<file path="src/rtl/collision_monitor.sv">
// collision_monitor
//   Checks the player bounding box against the obstacle bounding box and
//   runs the PLAY/HIT/OVER game FSM. It also tracks lives and the dodge
//   score. The collision output goes back to obstacle control and stops
//   obstacle motion while a hit or game-over is active.
//
//   Optional feature macro: HIT_COOLDOWN_EN
//     When defined, HIT lasts COOLDOWN_TICKS game ticks. A new hit is then
//     accepted only after the overlap has cleared once (the armed flag).
//     When undefined, HIT ends on the first game tick with no overlap.
//
//   Ports
//     clk, rst                     clock, synchronous active-high reset
//     game_en                      one-clk game tick enable
//     restart                      one-clk pulse, restarts the game
//     player_x_pos/player_y_pos    player top-left corner
//     obstacle_x_pos/obstacle_y_pos obstacle top-left corner
//     obstacle_width/height        obstacle size
//     collision                    high in HIT and OVER
//     hit_pulse                    one-clk pulse per accepted hit
//     lives                        remaining lives
//     score                        obstacles dodged, saturating
//     game_over                    high in OVER
//     state                        PLAY=0, HIT=1, OVER=2
module collision_monitor #(
    parameter logic [9:0] PLAYER_WIDTH   = 10'd40,
    parameter logic [9:0] PLAYER_HEIGHT  = 10'd20,
    parameter logic [2:0] START_LIVES    = 3'd3,
    parameter int         SCORE_W        = 8,
    parameter logic [5:0] COOLDOWN_TICKS = 6'd30
) (
    input  logic               clk,
    input  logic               rst,
    input  logic               game_en,
    input  logic               restart,
    input  logic [9:0]         player_x_pos,
    input  logic [9:0]         player_y_pos,
    input  logic [9:0]         obstacle_x_pos,
    input  logic [9:0]         obstacle_y_pos,
    input  logic [9:0]         obstacle_width,
    input  logic [9:0]         obstacle_height,
    output logic               collision,
    output logic               hit_pulse,
    output logic [2:0]         lives,
    output logic [SCORE_W-1:0] score,
    output logic               game_over,
    output logic [1:0]         state
);

    typedef enum logic [1:0] {
        ST_PLAY = 2'd0,
        ST_HIT  = 2'd1,
        ST_OVER = 2'd2
    } state_t;

    state_t             state_q, state_d;
    logic [2:0]         lives_q, lives_d;
    logic [SCORE_W-1:0] score_q, score_d;
    logic               hit_d;
    logic               collision_q, game_over_q, hit_q;
    logic               overlap, overlap_q;
    logic [9:0]         y_q;
    logic               wrap;
    logic               hit_ok;

    // Compare in 11 bits so that position + size cannot wrap around.
    logic [10:0] px, py, ox, oy;
    assign px = {1'b0, player_x_pos};
    assign py = {1'b0, player_y_pos};
    assign ox = {1'b0, obstacle_x_pos};
    assign oy = {1'b0, obstacle_y_pos};

    assign overlap = (ox < px + {1'b0, PLAYER_WIDTH})  &&
                     (px < ox + {1'b0, obstacle_width}) &&
                     (oy < py + {1'b0, PLAYER_HEIGHT}) &&
                     (py < oy + {1'b0, obstacle_height});

    // The obstacle moving back from the bottom of the screen to the top
    // counts as one dodged obstacle.
    assign wrap = (obstacle_y_pos < y_q);

`ifdef HIT_COOLDOWN_EN
    logic [5:0] cd_q, cd_d;
    logic       armed_q, armed_d;
    assign hit_ok = game_en && overlap_q && armed_q;
`else
    assign hit_ok = game_en && overlap_q;
    logic unused_cd;
    assign unused_cd = ^COOLDOWN_TICKS;
`endif

    always_comb begin
        state_d = state_q;
        lives_d = lives_q;
        score_d = score_q;
        hit_d   = 1'b0;
`ifdef HIT_COOLDOWN_EN
        cd_d    = cd_q;
        armed_d = armed_q | ~overlap_q;
`endif
        case (state_q)
            ST_PLAY: begin
                if (hit_ok) begin
                    hit_d = 1'b1;
                    if (lives_q > 3'd1) begin
                        lives_d = lives_q - 3'd1;
                        state_d = ST_HIT;
`ifdef HIT_COOLDOWN_EN
                        cd_d    = COOLDOWN_TICKS;
`endif
                    end else begin
                        lives_d = 3'd0;
                        state_d = ST_OVER;
                    end
                end
            end
            ST_HIT: begin
`ifdef HIT_COOLDOWN_EN
                if (game_en) begin
                    cd_d = cd_q - 6'd1;
                    if (cd_q == 6'd1) begin
                        state_d = ST_PLAY;
                        armed_d = 1'b0;
                    end
                end
`else
                if (game_en && !overlap_q)
                    state_d = ST_PLAY;
`endif
            end
            ST_OVER: state_d = ST_OVER;
            default: state_d = ST_PLAY;
        endcase

        // A wrap still scores in the clk that moves PLAY to HIT, but not
        // in the clk that moves PLAY to OVER.
        if (state_q == ST_PLAY && wrap && state_d != ST_OVER &&
            score_q != '1)
            score_d = score_q + SCORE_W'(1);
    end

    always_ff @(posedge clk) begin
        if (rst || restart) begin
            state_q     <= ST_PLAY;
            lives_q     <= START_LIVES;
            score_q     <= '0;
            hit_q       <= 1'b0;
            collision_q <= 1'b0;
            game_over_q <= 1'b0;
            overlap_q   <= 1'b0;
            y_q         <= '0;
`ifdef HIT_COOLDOWN_EN
            cd_q        <= '0;
            armed_q     <= 1'b1;
`endif
        end else begin
            state_q     <= state_d;
            lives_q     <= lives_d;
            score_q     <= score_d;
            hit_q       <= hit_d;
            collision_q <= (state_d != ST_PLAY);
            game_over_q <= (state_d == ST_OVER);
            overlap_q   <= overlap;
            y_q         <= obstacle_y_pos;
`ifdef HIT_COOLDOWN_EN
            cd_q        <= cd_d;
            armed_q     <= armed_d;
`endif
        end
    end

    assign collision = collision_q;
    assign game_over = game_over_q;
    assign hit_pulse = hit_q;
    assign lives     = lives_q;
    assign score     = score_q;
    assign state     = state_q;

endmodule
</file>
<file path="config.mk">
export PLATFORM = sky130hd
export DESIGN_NAME = collision_monitor
export DESIGN_NICKNAME = d
export VERILOG_FILES = /design/src/rtl/collision_monitor.sv
export SDC_FILE = /design/constraint.sdc
export NUM_CORES = 1
export LEC_CHECK = 0
export CORE_UTILIZATION = 54
export CTS_BUF_LIST = sky130_fd_sc_hd__clkbuf_4 sky130_fd_sc_hd__clkbuf_8 sky130_fd_sc_hd__clkbuf_16
export CTS_CLUSTER_DIAMETER = 40
export DETAILED_ROUTE_END_ITERATION = 6
export PLACE_DENSITY_LB_ADDON = 0.08
export SYNTH_ARGS = -nofsm -noshare
export SYNTH_HDL_FRONTEND = slang
export SYNTH_SLANG_ARGS = --single-unit
</file>
<file path="constraint.sdc">
create_clock -name clk -period 8.15 [get_ports clk]
set_input_delay 2.0375 -clock clk [delete_from_list [all_inputs] [get_ports clk]]
set_output_delay 2.0375 -clock clk [all_outputs]
set_load 0.03 [all_outputs]
</file>
Word-level counts from Yosys, hierarchy flattened
Cells that the tools add are included.
Storage, ports and cells
  register bits: 27
  output and inout port bits: 16
  logic and storage cells: 46
Operators by class
  $add $sub $neg: 6
  magnitude comparators: 6
  eq/ne operators: 5
  mux-type cells: 6
  bitwise gates (word level): 1
  reductions and logical operators: 14
Operators by type and width (number)
  < comparator 10 x 11 -> 1 bit: 4
  adder 10 x 10 -> 11 bit: 2
  adder 10 x 5 -> 11 bit, second input constant: 1
  adder 10 x 6 -> 11 bit, second input constant: 1
  < comparator 10 bit: 1
  adder 8 x 1 -> 8 bit, second input constant: 1
  logical AND 1 bit: 8
  inequality test 8 bit, second input constant: 1
  2-to-1 mux 2 bit: 3
  one-hot mux 2 bit (3 select lines): 1
  equality test 2 bit, second input constant: 2
  greater-than comparator 3 x 1 -> 1 bit, second input constant: 1
  2-to-1 mux 3 bit: 1
  subtractor 3 x 1 -> 3 bit, second input constant: 1
  equality test 2 x 1 -> 1 bit, second input constant: 1
  zero test 2 bit: 1
  inequality test 2 bit, second input constant: 1
  AND reduction 2 bit: 1
  nonzero test 2 bit: 1
  OR reduction 2 bit: 1
  zero test 1 bit: 1
  logical OR 1 bit: 1
  2-to-1 mux 1 bit: 1
  NOT 1 bit: 1

Longest topological paths before layout
  depth after elaboration: 7
  depth in mapped cells: 15
  gate-level depth less buffers: 15

Least setup slack after synthesis
OpenSTA, ideal clock, no wires.
  path type: input to register
  from: input port obstacle_x_pos[1]
  to: register overlap_q
  arrival: 4.521 ns
  data required time: 8.015 ns
  slack: 3.494 ns
  cell stages on the path: 14
  buffers on the path: 0
  cell sequence: ha_1 a21o_1 a21oi_2 o21bai_1 a2111oi_2 o31ai_1 a21oi_1 xor2_1 ha_1 o2111ai_1 nor3_1 a211oi_1 a2111oi_0 nor4_1
Between the ends
  cells in the longest elaborated chain, start to end: 5
  elaborated cells on any way between the ends: 6
  those cells by class: add/sub: 1; order compare: 2; reduce/logical: 3
RTL lines
  start: declaration: RTL line 38  | input logic [9:0] obstacle_x_pos,
  adder 10 x 10 -> 11 bit: RTL line 74  | (px < ox + {1'b0, obstacle_width}) &&
  < comparator 10 x 11 -> 1 bit: RTL line 74
  logical AND 1 bit *: RTL line 73  | assign overlap = (ox < px + {1'b0, PLAYER_WIDTH}) &&
  logical AND 1 bit *: RTL line 74
  logical AND 1 bit *: RTL line 75  | (oy < py + {1'b0, PLAYER_HEIGHT}) &&
  end signal: assignment: RTL line 163  | overlap_q <= overlap;
  end: declaration: RTL line 61  | logic overlap, overlap_q;
Mark *: on every way between the ends. The rest lies on a longest branch, timed or not.
A chain may end at the register's enable or synchronous reset.

Worst setup path in the final report
Same ends and word-level chain as after synthesis.

==> qor.yml <==
power_leakage_nw: 1.69
clk_latency_ns: 0.26
synth_fa_ha_area_share_pct: 30.5
synth_simple_gate_area_share_pct: 14.5
holdPathStages: 2
antenna_found_initial: 0
num_antenna_cells: 0
nets: 566
min_from: "score[6]$_SDFFE_PP0P_"
first_pass_iters: 4
pre_cts_slack_ns: 2.67
crit_path_end_kind: "register"
gp_congestion: 0.869
syn_avg_cell_area_um2: 8.62
rsz0062_at_grt: "false"
cts_buffer_depth: 2
clkTransAtPathRegs_ns: 0.09
fin_area_mm2: 0.00392
drtIter0Drc: 48
yosys_warnings: 0
yosysMostFrequentCell: "ha_1"
cts_tree: "built"
finalSetupViolCount: 0
worst-slew-pin-transition_ns: 0.850
yosysUniqueCellTypes: 49
detail-route-antenna-nets: 0
max_freq_mhz: 193
hold_violations: 0
dp.final_hpwl_um: 5680
root_buffer: "clkbuf_8"
overflow: 0
start_util_pct: 57.3
cp_max_fo: 3
r2r_slack_ns: 6.04
finalCritPeriodShare_pct: 63.4
postCtsSetupRepairBufs: 0
grt_max_degree: 16
synth_top_area_share_pct: 29.2
synth-edff-count: 0
grtUsageTotal_pct: 23.6
worstPathArrival_ns: 5.31
grt_pass1_vias: 2738
worstPathRequired_ns: 8.29
worst_r2r_path_depth: 9
path_class: "input pin to register"
fp.dieH_um: 76.5
fin_tns_setup_ns: 0
routedWlPerCell_um: 13.0
portBuffers: 79
fin_skew_ns: 0.00440
syn_area_mm2: 0.00300
synth_top_family_by_area: "adder cells"
synth-compound-area-share_pct: 24.0
viasPerCell: 5.52
cts_max_level: 1
post_route_cells_drive_above_1_share_pct: 4.66
status: "completed"
synth_xor_area_share_pct: 7.88
syn-num-nets: 484
critPathLaunchType: "input pin"
dieArea_mm2: 0.00586
ys_seq_area_share_pct: 18.0
crit_chain: "clkdlybuf4s50_1 > ha_1 > a21o_1 > a21oi_2 > o21bai_1 > a2111oi_2 > o31ai_1 > a21oi_1 > xor2_1 > ha_1 > o2111ai_1 > nor3_1 > a211oi_1 > a2111oi_0 > nor4_1"
maxCapViolations: 0
synthFlopType: "dfxtp_1"
io_pins: 80
async_flop_share_pct: 0
slew_headroom_pct: 43.3
die_width_um: 76.5
cts_hold_buffers: 0
cpMostUsedCell: "ha_1"
maxSlewViolCount: 0
wl_um: 6490
cts.sinks: 27
cp_slowest_cell: "clkdlybuf4s50_1"
rr_startpoint: "lives[1]$_SDFFE_PP1P_"
hp-class: "register to register"
synth.mux.area_fraction_pct: 0.668
power.density_mw_per_mm2: 104
grt_pass1_wl_um: 11500
fin_ws_ns: 2.98
cts.repair.resized: 0
min_to: "score[6]$_SDFFE_PP0P_"
slowest_delay_ns: 0.48
min_period_ns: 5.17
dpl-instance-area_mm2: 0.00387
area_growth_pct: 30.6
design.core.area_mm2: 0.00524
vias: 2755
synthTopCellsByCount: "ha_1, a21oi_1, inv_1, dfxtp_1, nor2_1"
yosysTopAreaCell: "ha_1"
drc_errors: 0
syn_inst: 348
r2r_end: "score[5]$_SDFFE_PP0P_"
synth_area_leaders: "ha_1, dfxtp_1, a21oi_1"
ir_drop_mv: 0.0591
synth_seq_cells: 27
row_count: 26
cts_made_buffers: 3
==> final cells by class <==
class	count	area [um^2]
Clock inverter	1	5.00
Multi-Input combinational cell	287	2330
Timing Repair Buffer	80	798
Sequential cell	27	541
Clock buffer	3	41.3
Fill cell	417	1320
Tap cell	70	87.6
Inverter	31	116
==> where the power goes <==
group / total (mW) / leakage (nW) / switching, mW / internal, mW
Combinational: 0.194 / 1.45 / 0.0953 / 0.0986
Sequential: 0.138 / 0.220 / 0.00235 / 0.135
Clock: 0.0744 / 0.0255 / 0.0402 / 0.0341
==> metrics by stage <==
step	hold slack (ns)	utilization, %	instances	power [mW]
after floorplan	0.519	-	348	0.263
after global placement	0.474	73.9	495	0.325
after detailed placement	0.492	73.9	495	0.334
after CTS	0.506	74.8	499	0.408
after global routing	0.520	74.8	499	0.440
final	0.499	74.8	499	0.406
==> state kept, by name, summed over array words and instances, names as in the netlist <==
signal,flops
collision,1
game_over,1
hit_pulse,1
lives,3
overlap_q,1
score,8
state,2
y_q,10
==> cells by family after synthesis <==
family | after synthesis
compound gates | 99
flops | 27
xor+xnor | 27
buf+inv | 34
simple gates | 87
fa+ha+maj | 72
mux | 2
==> critical path: cells and delay by family <==
family / cells / cell delay (ns)
simple gates: 2 / 0.33
fa+ha+maj: 2 / 0.62
xor+xnor: 1 / 0.09
compound gates: 9 / 1.75
buf+inv: 1 / 0.48
==> placed cells by master, fill, tap and decap left out, types with 3 or more instances in the layout <==
cell type	count
nand3_1	8
o21ai_0	14
a211oi_1	4
xor2_1	14
ha_1	70
clkdlybuf4s50_1	79
nand2b_1	3
a21oi_2	3
o31ai_1	4
clkbuf_8	3
inv_1	31
nor2_1	20
nor2b_1	4
xnor2_1	13
o2111ai_1	4
o21ai_1	4
nand4_1	4
a21oi_1	31
o21a_1	5
nor3_1	6
a2111oi_0	3
nand2_1	19
and2_1	11
a21o_1	7
dfxtp_1	27
==> routing by layer <==
layer  routed length (um)  vias to the layer above  GRT usage, %
li1                     -                     1436             -
met1                 3090                     1264          29.7
met2                 3220                       53          44.0
met3                  161                        2          1.80
met4                   27                        0          4.04
met5                    0                        -             0
==> how the worst max path moves through the flow <==
stage	slack [ns]	start	end	depth (start not counted)
finish	2.98	obstacle_x_pos[1]	overlap_q$_SDFF_PP0_	15
detailed placement	2.67	obstacle_x_pos[1]	overlap_q$_SDFF_PP0_	15
CTS	2.95	obstacle_x_pos[1]	overlap_q$_SDFF_PP0_	15
floorplan	3.49	obstacle_x_pos[1]	overlap_q$_SDFF_PP0_	14
global route	2.67	obstacle_x_pos[0]	overlap_q$_SDFF_PP0_	16
global placement	2.84	obstacle_x_pos[1]	overlap_q$_SDFF_PP0_	15
Note: power is estimated with default switching activity, not from simulation.
